`src/rtl/clock_pkg.sv`:
```
// -----------------------------------------------------------------------------
// clock_pkg
//   Shared definitions for the front-panel button conditioning logic.
//   - Board clock frequency and the default debounce/repeat timings derived
//     from it (10 ms debounce, 1 s repeat delay, 250 ms repeat period).
//   - Button FSM state encoding.
//   - Helper to size a counter that must hold values 0..n.
// -----------------------------------------------------------------------------
package clock_pkg;

    localparam int CLK_HZ = 50_000_000;

    localparam int DEF_DEBOUNCE_CYCLES = CLK_HZ / 100;    // 10 ms
    localparam int DEF_REPEAT_DELAY    = CLK_HZ;          // 1 s
    localparam int DEF_REPEAT_PERIOD   = CLK_HZ / 4;      // 250 ms

    typedef enum logic [1:0] {
        ST_IDLE = 2'd0,
        ST_HOLD = 2'd1,
        ST_RPT  = 2'd2
    } btn_state_t;

    // Bits needed for a counter that must represent 0..n inclusive.
    function automatic int cnt_width(input int n);
        return (n < 1) ? 1 : $clog2(n + 1);
    endfunction

endpackage

```
`src/rtl/btn_conditioner_pulse_timer.sv`:
```
// -----------------------------------------------------------------------------
// pulse_timer
//   Loadable down-counter with a terminal-count strobe, used for both the
//   repeat delay and the repeat period.
//
//   Ports
//     i_clk        : system clock, rising edge
//     i_rst_n      : asynchronous active-low reset, clears the count
//     i_load       : load i_load_val this edge (overrides counting, no strobe)
//     i_load_val   : value loaded by i_load
//     i_en         : count this edge
//     i_reload_val : value reloaded automatically after the count reaches 0
//     o_tc         : high during the cycle in which an enabled count sits at 0;
//                    the edge ending that cycle reloads i_reload_val
//
//   A load value of L produces o_tc on the (L+1)-th enabled edge after load.
// -----------------------------------------------------------------------------
module pulse_timer
    import clock_pkg::*;
#(
    parameter int W = 8
) (
    input  logic         i_clk,
    input  logic         i_rst_n,
    input  logic         i_load,
    input  logic [W-1:0] i_load_val,
    input  logic         i_en,
    input  logic [W-1:0] i_reload_val,
    output logic         o_tc
);

    logic [W-1:0] r_cnt;
    logic         w_zero;

    assign w_zero = (r_cnt == '0);
    assign o_tc   = i_en && w_zero && !i_load;

    always_ff @(posedge i_clk or negedge i_rst_n) begin
        if (!i_rst_n) begin
            r_cnt <= '0;
        end else if (i_load) begin
            r_cnt <= i_load_val;
        end else if (i_en) begin
            if (w_zero) begin
                r_cnt <= i_reload_val;
            end else begin
                r_cnt <= r_cnt - W'(1);
            end
        end
    end

endmodule

```
`src/rtl/btn_conditioner.sv`:
```
// -----------------------------------------------------------------------------
// btn_conditioner
//   Debounces a synchronized button level and produces a clean level plus
//   single-cycle press, release and auto-repeat strobes.
//
//   Parameters
//     DEBOUNCE_CYCLES : identical samples needed to accept a level change (>=1)
//     REPEAT_DELAY    : cycles from accepted press to first repeat (>=1)
//     REPEAT_PERIOD   : cycles between subsequent repeats (>=1)
//
//   Ports
//     i_clk     : system clock, rising edge
//     i_rst_n   : asynchronous active-low reset
//     i_btn_s   : synchronized button level, 1 = pressed
//     i_rpt_en  : enables the repeat strobe (counting continues when low)
//     o_level   : debounced level
//     o_press   : one-cycle strobe on accepted 0->1
//     o_release : one-cycle strobe on accepted 1->0
//     o_rpt     : one-cycle auto-repeat strobe while held
//
//   All outputs come straight from flops.
// -----------------------------------------------------------------------------
module btn_conditioner
    import clock_pkg::*;
#(
    parameter int DEBOUNCE_CYCLES = DEF_DEBOUNCE_CYCLES,
    parameter int REPEAT_DELAY    = DEF_REPEAT_DELAY,
    parameter int REPEAT_PERIOD   = DEF_REPEAT_PERIOD
) (
    input  logic i_clk,
    input  logic i_rst_n,
    input  logic i_btn_s,
    input  logic i_rpt_en,
    output logic o_level,
    output logic o_press,
    output logic o_release,
    output logic o_rpt
);

    localparam int DB_W = cnt_width(DEBOUNCE_CYCLES);
    localparam int TM_W = cnt_width((REPEAT_DELAY > REPEAT_PERIOD) ?
                                    REPEAT_DELAY : REPEAT_PERIOD);

    localparam logic [DB_W-1:0] DB_LAST   = DB_W'(DEBOUNCE_CYCLES - 1);
    localparam logic [TM_W-1:0] DELAY_LD  = TM_W'(REPEAT_DELAY - 1);
    localparam logic [TM_W-1:0] PERIOD_LD = TM_W'(REPEAT_PERIOD - 1);

    btn_state_t      r_state;
    logic [DB_W-1:0] r_db_cnt;
    logic            r_level;
    logic            r_press;
    logic            r_release;
    logic            r_rpt;

    logic            w_mismatch;
    logic            w_accept;
    logic            w_press_acc;
    logic            w_rel_acc;
    logic            w_tmr_en;
    logic            w_tc;

    // The debounce count never exceeds DEBOUNCE_CYCLES-1: the sample that
    // would reach DEBOUNCE_CYCLES is the accepting one and clears it instead.
    assign w_mismatch  = (i_btn_s != r_level);
    assign w_accept    = w_mismatch && (r_db_cnt == DB_LAST);
    assign w_press_acc = w_accept && !r_level;
    assign w_rel_acc   = w_accept &&  r_level;

    // The timer only runs while held; in IDLE it is frozen and gets reloaded
    // on the press edge, so the first strobe lands REPEAT_DELAY edges later.
    assign w_tmr_en = (r_state != ST_IDLE);

    pulse_timer #(
        .W (TM_W)
    ) u_rpt_timer (
        .i_clk        (i_clk),
        .i_rst_n      (i_rst_n),
        .i_load       (w_press_acc),
        .i_load_val   (DELAY_LD),
        .i_en         (w_tmr_en),
        .i_reload_val (PERIOD_LD),
        .o_tc         (w_tc)
    );

    always_ff @(posedge i_clk or negedge i_rst_n) begin
        if (!i_rst_n) begin
            r_db_cnt <= '0;
        end else if (!w_mismatch || w_accept) begin
            r_db_cnt <= '0;
        end else begin
            r_db_cnt <= r_db_cnt + DB_W'(1);
        end
    end

    always_ff @(posedge i_clk or negedge i_rst_n) begin
        if (!i_rst_n) begin
            r_state   <= ST_IDLE;
            r_level   <= 1'b0;
            r_press   <= 1'b0;
            r_release <= 1'b0;
            r_rpt     <= 1'b0;
        end else begin
            r_press   <= w_press_acc;
            r_release <= w_rel_acc;
            // A repeat slot on the accepting release edge is swallowed.
            r_rpt     <= w_tc && i_rpt_en && !w_rel_acc;

            if (w_accept) begin
                r_level <= ~r_level;
            end

            case (r_state)
                ST_IDLE: begin
                    if (w_press_acc) begin
                        r_state <= ST_HOLD;
                    end
                end
                ST_HOLD: begin
                    if (w_rel_acc) begin
                        r_state <= ST_IDLE;
                    end else if (w_tc) begin
                        r_state <= ST_RPT;
                    end
                end
                ST_RPT: begin
                    if (w_rel_acc) begin
                        r_state <= ST_IDLE;
                    end
                end
                default: begin
                    r_state <= ST_IDLE;
                end
            endcase
        end
    end

    assign o_level   = r_level;
    assign o_press   = r_press;
    assign o_release = r_release;
    assign o_rpt     = r_rpt;

endmodule

```
`config.mk`:
```
export PLATFORM = sky130hd
export DESIGN_NAME = btn_conditioner
export DESIGN_NICKNAME = d
export VERILOG_FILES = /design/src/rtl/clock_pkg.sv /design/src/rtl/btn_conditioner_pulse_timer.sv /design/src/rtl/btn_conditioner.sv
export SDC_FILE = /design/constraint.sdc
export NUM_CORES = 1
export LEC_CHECK = 0
export CORE_MARGIN = 1
export CORE_UTILIZATION = 30
export DETAILED_ROUTE_END_ITERATION = 8
export GPL_TIMING_DRIVEN = 1
export HOLD_SLACK_MARGIN = 0.12
export SKIP_CTS_REPAIR_TIMING = 1
export SLEW_MARGIN = 20
export SYNTH_ARGS = -nofsm -noshare
export SYNTH_HDL_FRONTEND = slang
export SYNTH_SLANG_ARGS = --single-unit
```
`constraint.sdc`:
```
create_clock -name i_clk -period 4.4 [get_ports i_clk]
set_clock_uncertainty 0.2 [all_clocks]
set_input_delay 0.88 -clock i_clk [delete_from_list [all_inputs] [get_ports i_clk]]
set_output_delay 0.88 -clock i_clk [all_outputs]
set_load 0.02 [all_outputs]
```
==> metrics.yaml, run 1 <==
status: "completed"
drive_above_1_share: 0.0839
crit_slowest_cell: "nor4_2"
synth_ff_type: "dfrtp_1"
pwr-share-comb: 0.111
vias: 2107
clkTransAtPathRegs_ps: 90
cp_max_fo: 17
pwr-share-clk: 0.293
drcViolationCount: 0
ys_async_sr_fraction: 1.00
cts_root_buf: "clkbuf_8"
firstDrtPassIters: 4
layout_common_cells: "dfrtp_1 (51), nor2_1 (32), nand2_1 (19), nor3_1 (14), xnor2_1 (14)"
n_antenna_cell: 0
die_h_um: 97
period_share: 0.683
vias_per_cell: 5.35
ys_ff_latch: 51
critPathBufInv: 0
tightest_slew_ps: 824
power_density_nw_per_um2: 305
ios: 8
layout_commonest_cell: "dfrtp_1"
stdcell_count: 394
syn2layout_area_growth_pct: 9.24
total_leakage_power_nw: 1.06
critical_path_class: "reg -> reg"
cts_tree: "built"
drtAntennaViolNets: 0
pwr-share-seq: 0.596
cts.sinks: 51
wl_per_cell_um: 14.2
worstPathRequired_ps: 4390
cp-end-kind: "flop"
hp-class: "reg -> reg"
dp_cells: 386
first_global_vias: 2088
cpPeakStageDelay_ps: 730
place.gp.congestion: 0.758
grt_max_degree: 36
ir_drop_mv: 0.106
synth_area_um2: 2710
p_total_w: 0.000904
start_util: 0.310
nets: 291
hold_violations: 0
period_needed_ps: 3000
cp-start-kind: "flop"
worstPathCellList: "or3_4, or4_1, nor4_2, nor2_1, a211o_1"
synth_edf_count: 0
synthCells: 279
clk_latency_ps: 300
whs_ps: 261
p_sw_frac: 0.273
avgSynthCellArea_um2: 9.70
grt_setup_unrepaired: "no"
internal-power_w: 0.000657
cp.arrival_ps: 3000
fp.coreArea_um2: 8720
ys_seq_area_frac: 0.471
dieWidth_um: 97
grt_overflow: 0
syn-num-nets: 285
drt-initial-drc-count: 134
fp-row-count: 34
max-slew-margin-rel: 0.443
cts_buffers: 5
fmax_mhz: 333
htreeDepth: 2
max_cap_viol_count: 0
yosys_warnings: 0
grt_util_all_layers: 0.130
grt_antenna_before_repair: 0
port_buffers: 7
power_switching_w: 0.000246
setup_viol_count_final: 0
clock_path_buffers: 2
critical-path-top-delay-family: "simple AND/OR/NAND/NOR gates"
detailed_place_hpwl_um: 3860
yosysUniqueCellTypes: 48
drv_slew: 0
tns_ps: 0
grt_pass1_wl_um: 10100
die-area_um2: 9410
drt-total-wl_um: 5580
cell type report:
class	instances	area [um2]
Clock buffer	7	76.3
Clock inverter	1	5.00
Fill cell	892	5760
Inverter	4	15.0
Multi-Input combinational cell	214	1370
Sequential cell	51	1280
Tap cell	108	135
Timing Repair Buffer	9	80.1
per-layer routing:
layer / vias up / wire length [um] / global-route usage
li1: 1024 / - / -
met1: 1041 / 2810 / 0.180
met2: 33 / 2520 / 0.202
met3: 9 / 168 / 0.0238
met4: 0 / 84 / 0.0505
met5: - / 0 / 0
state kept, by name, indices dropped and copies added, names as in the netlist:
register,flops
u_rpt_timer.r_cnt,26
r_db_cnt,19
r_state,2
o_level,1
o_press,1
o_release,1
o_rpt,1
synthesized netlist by cell type, types with 4 or more instances:
cell type  number  area (um2)
dfrtp_1        51        1280
nor2_1         32         120
nand2_1        19        71.3
nor3_1         14        70.1
xnor2_1        14         123
nand3_1        13        65.1
o21ai_0        11        55.1
or3_1          11        68.8
xor2_1         10        87.6
nor4_1          9        56.3
or4_1           9        67.6
a21oi_1         5        25.0
clkbuf_1        5        18.8
nand2b_1        5        31.3
nand4_1         5        31.3
a21boi_0        4        30.0
and3_1          4        25.0
buf_2           4        20.0
inv_1           4        15.0
final timing paths:
| kind | end | from | slack [ps] | cells past startpoint |
|---|---|---|---|---|
| max | u_rpt_timer.r_cnt[25]$_DFFE_PN0P_ | u_rpt_timer.r_cnt[10]$_DFFE_PN0P_ | 1400 | 5 |
| min in group asynchronous | u_rpt_timer.r_cnt[17]$_DFFE_PN0P_ | i_rst_n | 450 | 1 |
| max reg2reg | u_rpt_timer.r_cnt[25]$_DFFE_PN0P_ | u_rpt_timer.r_cnt[10]$_DFFE_PN0P_ | 1400 | 5 |
| max in group asynchronous | r_db_cnt[16]$_DFF_PN0_ | i_rst_n | 2800 | 2 |
| min reg2reg | r_db_cnt[0]$_DFF_PN0_ | r_db_cnt[0]$_DFF_PN0_ | 260 | 1 |
| min | r_db_cnt[0]$_DFF_PN0_ | r_db_cnt[0]$_DFF_PN0_ | 260 | 1 |
power groups by stage:
| stage | combinational [W] | sequential (W) | clock, W |
|---|---|---|---|
| floorplan | 0.0000708 | 0.000539 | 0 |
| CTS | 0.000101 | 0.000538 | 0.000275 |
| global placement | 0.0000982 | 0.000546 | 0 |
| global route | 0.000114 | 0.000545 | 0.000298 |
| detailed placement | 0.000101 | 0.000547 | 0 |
| finish | 0.000100 | 0.000538 | 0.000265 |
per-stage QoR:
step / worst slack, ps / cell area, um2 / util
floorplan: 1900 / 2710 / -
global placement: 1540 / 2880 / 0.330
detailed placement: 1460 / 2880 / 0.330
CTS: 1440 / 2960 / 0.339
global route: 1180 / 2960 / 0.339
finish: 1400 / 2960 / 0.339
kinds of logic (layout without fill, tap and decap cells):
logic type	after synthesis	in the layout	share of synthesized area
XOR/XNOR	24	24	0.0776
flip-flops	51	51	0.471
AO/OA/AOI/OAI	33	33	0.0795
adder cells (fa/ha/maj)	2	2	0.00924
buffers and inverters	14	21	0.0226
multiplexers	4	4	0.0157
AND/OR/NAND/NOR	151	151	0.324
Power figures use the tool's default switching activity.
==> run 2, diff against run 1 <==
Clock period 4.4 ns to 2.7 ns, I/O delays scaled along.
==> metrics.yaml, run 2 (synthesis gave the netlist of run 1 again) <==
pwr-share-seq: 0.526  # -0.070
port_buffers: 7  # unchanged
drive_above_1_share: 0.144  # +0.0599
critical_path_class: "reg -> reg"
top_register: "u_rpt_timer.r_cnt"
cts_root_buf: "clkbuf_8"
layout_common_cells: "dfrtp_1 (51), nor2_1 (32), nand2_1 (19)"
cts_buffers: 5  # unchanged
drtAntennaViolNets: 0  # unchanged
fp.coreArea_um2: 8720  # unchanged
max-slew-margin-rel: 0.537  # +0.0947
grt_max_degree: 52  # +44%
drt-total-wl_um: 5790  # +3.7%
ios: 8  # unchanged
period_share: 0.971  # +0.288
die_h_um: 97  # unchanged
firstDrtPassIters: 4  # unchanged
hold_violations: 0  # unchanged
die-area_um2: 9410  # unchanged
pwr-share-clk: 0.372  # +0.079
cp-start-kind: "flop"
dpl_worst_slack_ps: 43.2  # -1420 ps
place.gp.congestion: 0.799  # +5.3%
n_antenna_cell: 0  # unchanged
ff_latch_area_um2: 1280  # unchanged
worstPathRequired_ps: 2740  # -1650 ps
cp.arrival_ps: 2660  # -340 ps
stdcell_count: 407  # +3.3%
grt_setup_unrepaired: "no"
hp-class: "in -> async"
drcViolationCount: 0  # unchanged
clock_path_buffers: 2  # unchanged
grt_util_all_layers: 0.129  # -0.00103
detailed_place_hpwl_um: 3960  # +2.6%
syn2layout_area_growth_pct: 15.9
power_density_nw_per_um2: 534  # +75%
layout_commonest_cell: "dfrtp_1"
max_cap_viol_count: 0  # unchanged
total_leakage_power_nw: 1.15  # +9.0%
cp-end-kind: "flop"
fin_ws_ps: 77.8  # -1320 ps
grt_overflow: 0  # unchanged
fin_util: 0.360  # +0.0207
start_util: 0.310  # unchanged
setup_viol_count_final: 0  # unchanged
cts.sinks: 51  # unchanged
vias: 2109  # +0.095%
grt_pass1_wl_um: 9940  # -1.4%
nets: 304  # +4.5%
vias_per_cell: 5.18  # -3.1%
clk_latency_ps: 300  # about the same
largest_registers: "u_rpt_timer.r_cnt: 26 flops, r_db_cnt: 19 flops, r_state: 2 flops"
tightest_slew_ps: 692  # -133 ps
cp_max_fo: 17  # unchanged
whs_ps: 147  # -114 ps
drt-initial-drc-count: 77  # -43%
fmax_mhz: 381  # +15%
fp-row-count: 34  # unchanged
period_needed_ps: 2620  # -382 ps
fill_cells: 878  # -1.6%
grt_antenna_before_repair: 0  # unchanged
cts_tree: "built"
power_switching_w: 0.000409  # +66%
p_total_w: 0.00167  # +85%
htreeDepth: 2  # unchanged
status: "completed"
wl_per_cell_um: 14.2  # +0.38%
internal-power_w: 0.00126  # +92%
first_global_vias: 2081  # -0.34%
ir_drop_mv: 0.201  # +90%
multi_input_area_um2: 1400  # +2.0%
clkTransAtPathRegs_ps: 100  # about the same
p_sw_frac: 0.245  # -0.0281
pwr-share-comb: 0.101  # -0.010
dp_cells: 399  # +3.4%
drv_slew: 0  # unchanged
largest_reg_flops: 26  # unchanged
dieWidth_um: 97  # unchanged
[run 2: changes by cell type in the layout (fill, tap and decap cells not counted), moves of 2 or more]
cell	change
buf_4	+12
nor4_1	-2
nor4_2	+2
bufinv_16	+2
[run 2: cell type report]
type,instances,share of cell area
Inverter,4,0.00478
Tap cell,108,0.0431
Clock inverter,2,0.0191
Clock buffer,6,0.0231
Multi-Input combinational cell,214,0.445
Timing Repair Buffer,22,0.0578
Sequential cell,51,0.407
[run 2: final timing paths]
kind	start	slack, ps	end	cells after the start
setup / recovery	u_rpt_timer.r_cnt[10]$_DFFE_PN0P_	80	u_rpt_timer.r_cnt[22]$_DFFE_PN0P_	6
hold / removal	i_rst_n	150	u_rpt_timer.r_cnt[21]$_DFFE_PN0P_	2
setup reg to reg	u_rpt_timer.r_cnt[10]$_DFFE_PN0P_	80	u_rpt_timer.r_cnt[22]$_DFFE_PN0P_	6
hold reg to reg	r_db_cnt[0]$_DFF_PN0_	260	r_db_cnt[0]$_DFF_PN0_	1
max in group asynchronous	i_rst_n	1730	r_db_cnt[14]$_DFF_PN0_	2
min in group i_clk	r_db_cnt[0]$_DFF_PN0_	260	r_db_cnt[0]$_DFF_PN0_	1
[run 2: critical path, stage by stage, from the launching register on]
cell	delay, ps
dfrtp_1	410
or3_4	430
or4_1	440
buf_6	180
or4_4	510
or3_1	310
nand3_1	80
[run 2: power groups by stage]
| stage | combinational [W] | sequential (W) | clock [W] |
|---|---|---|---|
| 2_1_floorplan | 0.000115 | 0.000878 | 0 |
| 3_3_place_gp | 0.000163 | 0.000889 | 0 |
| 3_5_place_dp | 0.000169 | 0.000891 | 0 |
| 4_1_cts | 0.000172 | 0.000875 | 0.000642 |
| 5_1_grt | 0.000195 | 0.000893 | 0.000673 |
| 6_report | 0.000170 | 0.000882 | 0.000623 |
[run 2: through the flow]
step                      TNS [ps]  instance area [um2]
after floorplan                  0                 2710
after CTS                    -29.7                 3110
after global routing             0                 3140
after detailed placement         0                 2970
after global placement           0                 2970
final                            0                 3140
[run 2: per-layer routing]
metal	global-route usage	routed length, um	vias up
met4	0.0425	79	0
met5	0	0	-
met2	0.206	2670	33
li1	-	-	1053
met3	0.0246	164	6
met1	0.176	2880	1017
==> run 3, diff against run 2 <==
Settings changed: MAX_ROUTING_LAYER from default to met4.
==> metrics.yaml, run 3 (synthesis gave the netlist of run 1 again) <==
critical_path_class: "reg -> reg"
fp.coreArea_um2: 8720  # unchanged
layout_common_cells: "dfrtp_1 (51), nor2_1 (32), nand2_1 (19)"
hold_violations: 0  # unchanged
cp.arrival_ps: 2660  # about the same
drt-initial-drc-count: 84  # +9.1%
setup_viol_count_final: 0  # unchanged
nets: 304  # unchanged
vias: 2098  # -0.52%
grt_setup_unrepaired: "no"
period_share: 0.969  # -0.00172
r2r-end: "u_rpt_timer.r_cnt[22]$_DFFE_PN0P_"
wl_met2_um: 2660  # -0.34%
layout_commonest_cell: "dfrtp_1"
top_layer: "met4"
worstReg2RegStart: "u_rpt_timer.r_cnt[10]$_DFFE_PN0P_"
total_leakage_power_nw: 1.15  # unchanged
cp_max_fo: 17  # unchanged
fin_ws_ps: 82.5  # +4.64 ps
max-slew-margin-rel: 0.529  # -0.00830
whs_ps: 134  # -13.2 ps
grt_antenna_before_repair: 0  # unchanged
drv_slew: 0  # unchanged
rrSetupSlack_ps: 80  # about the same
ir_drop_mv: 0.203  # +1.0%
grt_max_degree: 52  # unchanged
drt-total-wl_um: 5800  # +0.22%
port_buffers: 7  # unchanged
drtAntennaViolNets: 0  # unchanged
worstPathRequired_ps: 2740  # about the same
stdcell_count: 407  # unchanged
dp_cells: 399  # unchanged
r2r.worst_path.cells: 6  # unchanged
die-area_um2: 9410  # unchanged
ios: 8  # unchanged
grt_pass1_wl_um: 9940  # about the same
drcViolationCount: 0  # unchanged
dr_wl_met3_um: 122  # -26%
htreeDepth: 2  # unchanged
first_global_vias: 2084  # +0.14%
max_cap_viol_count: 0  # unchanged
fin_util: 0.360  # unchanged
start_util: 0.310  # unchanged
met1Wirelength_um: 2940  # +2.2%
dpl_worst_slack_ps: 43.2  # unchanged
cts_tree: "built"
firstDrtPassIters: 4  # unchanged
place.gp.congestion: 0.810  # +1.4%
hp-class: "in -> async"
cp-end-kind: "flop"
clkTransAtPathRegs_ps: 90  # about the same
largest_registers: "u_rpt_timer.r_cnt: 26 flops, r_db_cnt: 19 flops, r_state: 2 flops"
cts.sinks: 51  # unchanged
period_needed_ps: 2620  # -4.64 ps
fmax_mhz: 382  # +0.18%
detailed_place_hpwl_um: 3960  # unchanged
wl_per_cell_um: 14.3  # +0.22%
cp-start-kind: "flop"
dieWidth_um: 97  # unchanged
cts_buffers: 5  # unchanged
drive_above_1_share: 0.144  # unchanged
die_h_um: 97  # unchanged
power_density_nw_per_um2: 534  # +0.12%
top_register: "u_rpt_timer.r_cnt"
grt_util_all_layers: 0.133  # +0.00390
clk_latency_ps: 300  # about the same
status: "completed"
cts_root_buf: "clkbuf_8"
grt_overflow: 0  # unchanged
vias_per_cell: 5.15  # -0.52%
n_antenna_cell: 0  # unchanged
clock_path_buffers: 2  # unchanged
syn2layout_area_growth_pct: 15.9  # unchanged
tightest_slew_ps: 704  # +12.4 ps
largest_reg_flops: 26  # unchanged
fp-row-count: 34  # unchanged
-- run 3: critical path, cell delays in order, from the launching register on --
cell and delay, ps:
dfrtp_1 410, or3_4 420, or4_1 440, buf_6 180
or4_4 510, or3_1 310, nand3_1 80
-- run 3: layer usage --
layer | up-vias | GRT usage
li1 | 1053 | -
met2 | 19 | 0.204
met4 | 0 | 0.0425
met1 | 1020 | 0.178
met5 | - | -
met3 | 6 | 0.0246
-- run 3: how the worst max path moves through the flow --
stage                                 startpoint                           endpoint  slack [ps]  cells after the start
3_5_place_dp    u_rpt_timer.r_cnt[6]$_DFFE_PN0P_  u_rpt_timer.r_cnt[25]$_DFFE_PN0P_          40                      5
4_1_cts         u_rpt_timer.r_cnt[6]$_DFFE_PN0P_  u_rpt_timer.r_cnt[25]$_DFFE_PN0P_         -30                      5
6_report       u_rpt_timer.r_cnt[10]$_DFFE_PN0P_  u_rpt_timer.r_cnt[22]$_DFFE_PN0P_          80                      6
5_1_grt        u_rpt_timer.r_cnt[10]$_DFFE_PN0P_  u_rpt_timer.r_cnt[25]$_DFFE_PN0P_           3                      6
2_1_floorplan  u_rpt_timer.r_cnt[10]$_DFFE_PN0P_   u_rpt_timer.r_cnt[8]$_DFFE_PN0P_         200                      6
3_3_place_gp    u_rpt_timer.r_cnt[8]$_DFFE_PN0P_  u_rpt_timer.r_cnt[19]$_DFFE_PN0P_          90                      5
-- run 3: area by class of cell --
type / count / area, um2
multi-input combinational: 214 / 1400
sequential: 51 / 1280
clock inverter: 2 / 60.1
tap: 108 / 135
fill: 878 / 5580
timing repair buffer: 22 / 181
clock buffer: 6 / 72.6
inverter: 4 / 15.0
-- run 3: where the power goes --
group / total, W / internal, W / switching [W]
sequential: 0.000882 / 0.000817 / 0.0000651
combinational: 0.000170 / 0.0000770 / 0.0000928
clock: 0.000624 / 0.000370 / 0.000254
-- run 3: per-stage QoR --
step                power (W)  cell area (um2)  TNS [ps]
CTS                   0.00169             3110     -29.7
finish                0.00168             3140         0
detailed placement    0.00106             2970         0
global route          0.00176             3140         0
floorplan            0.000993             2710         0
global placement      0.00105             2970         0
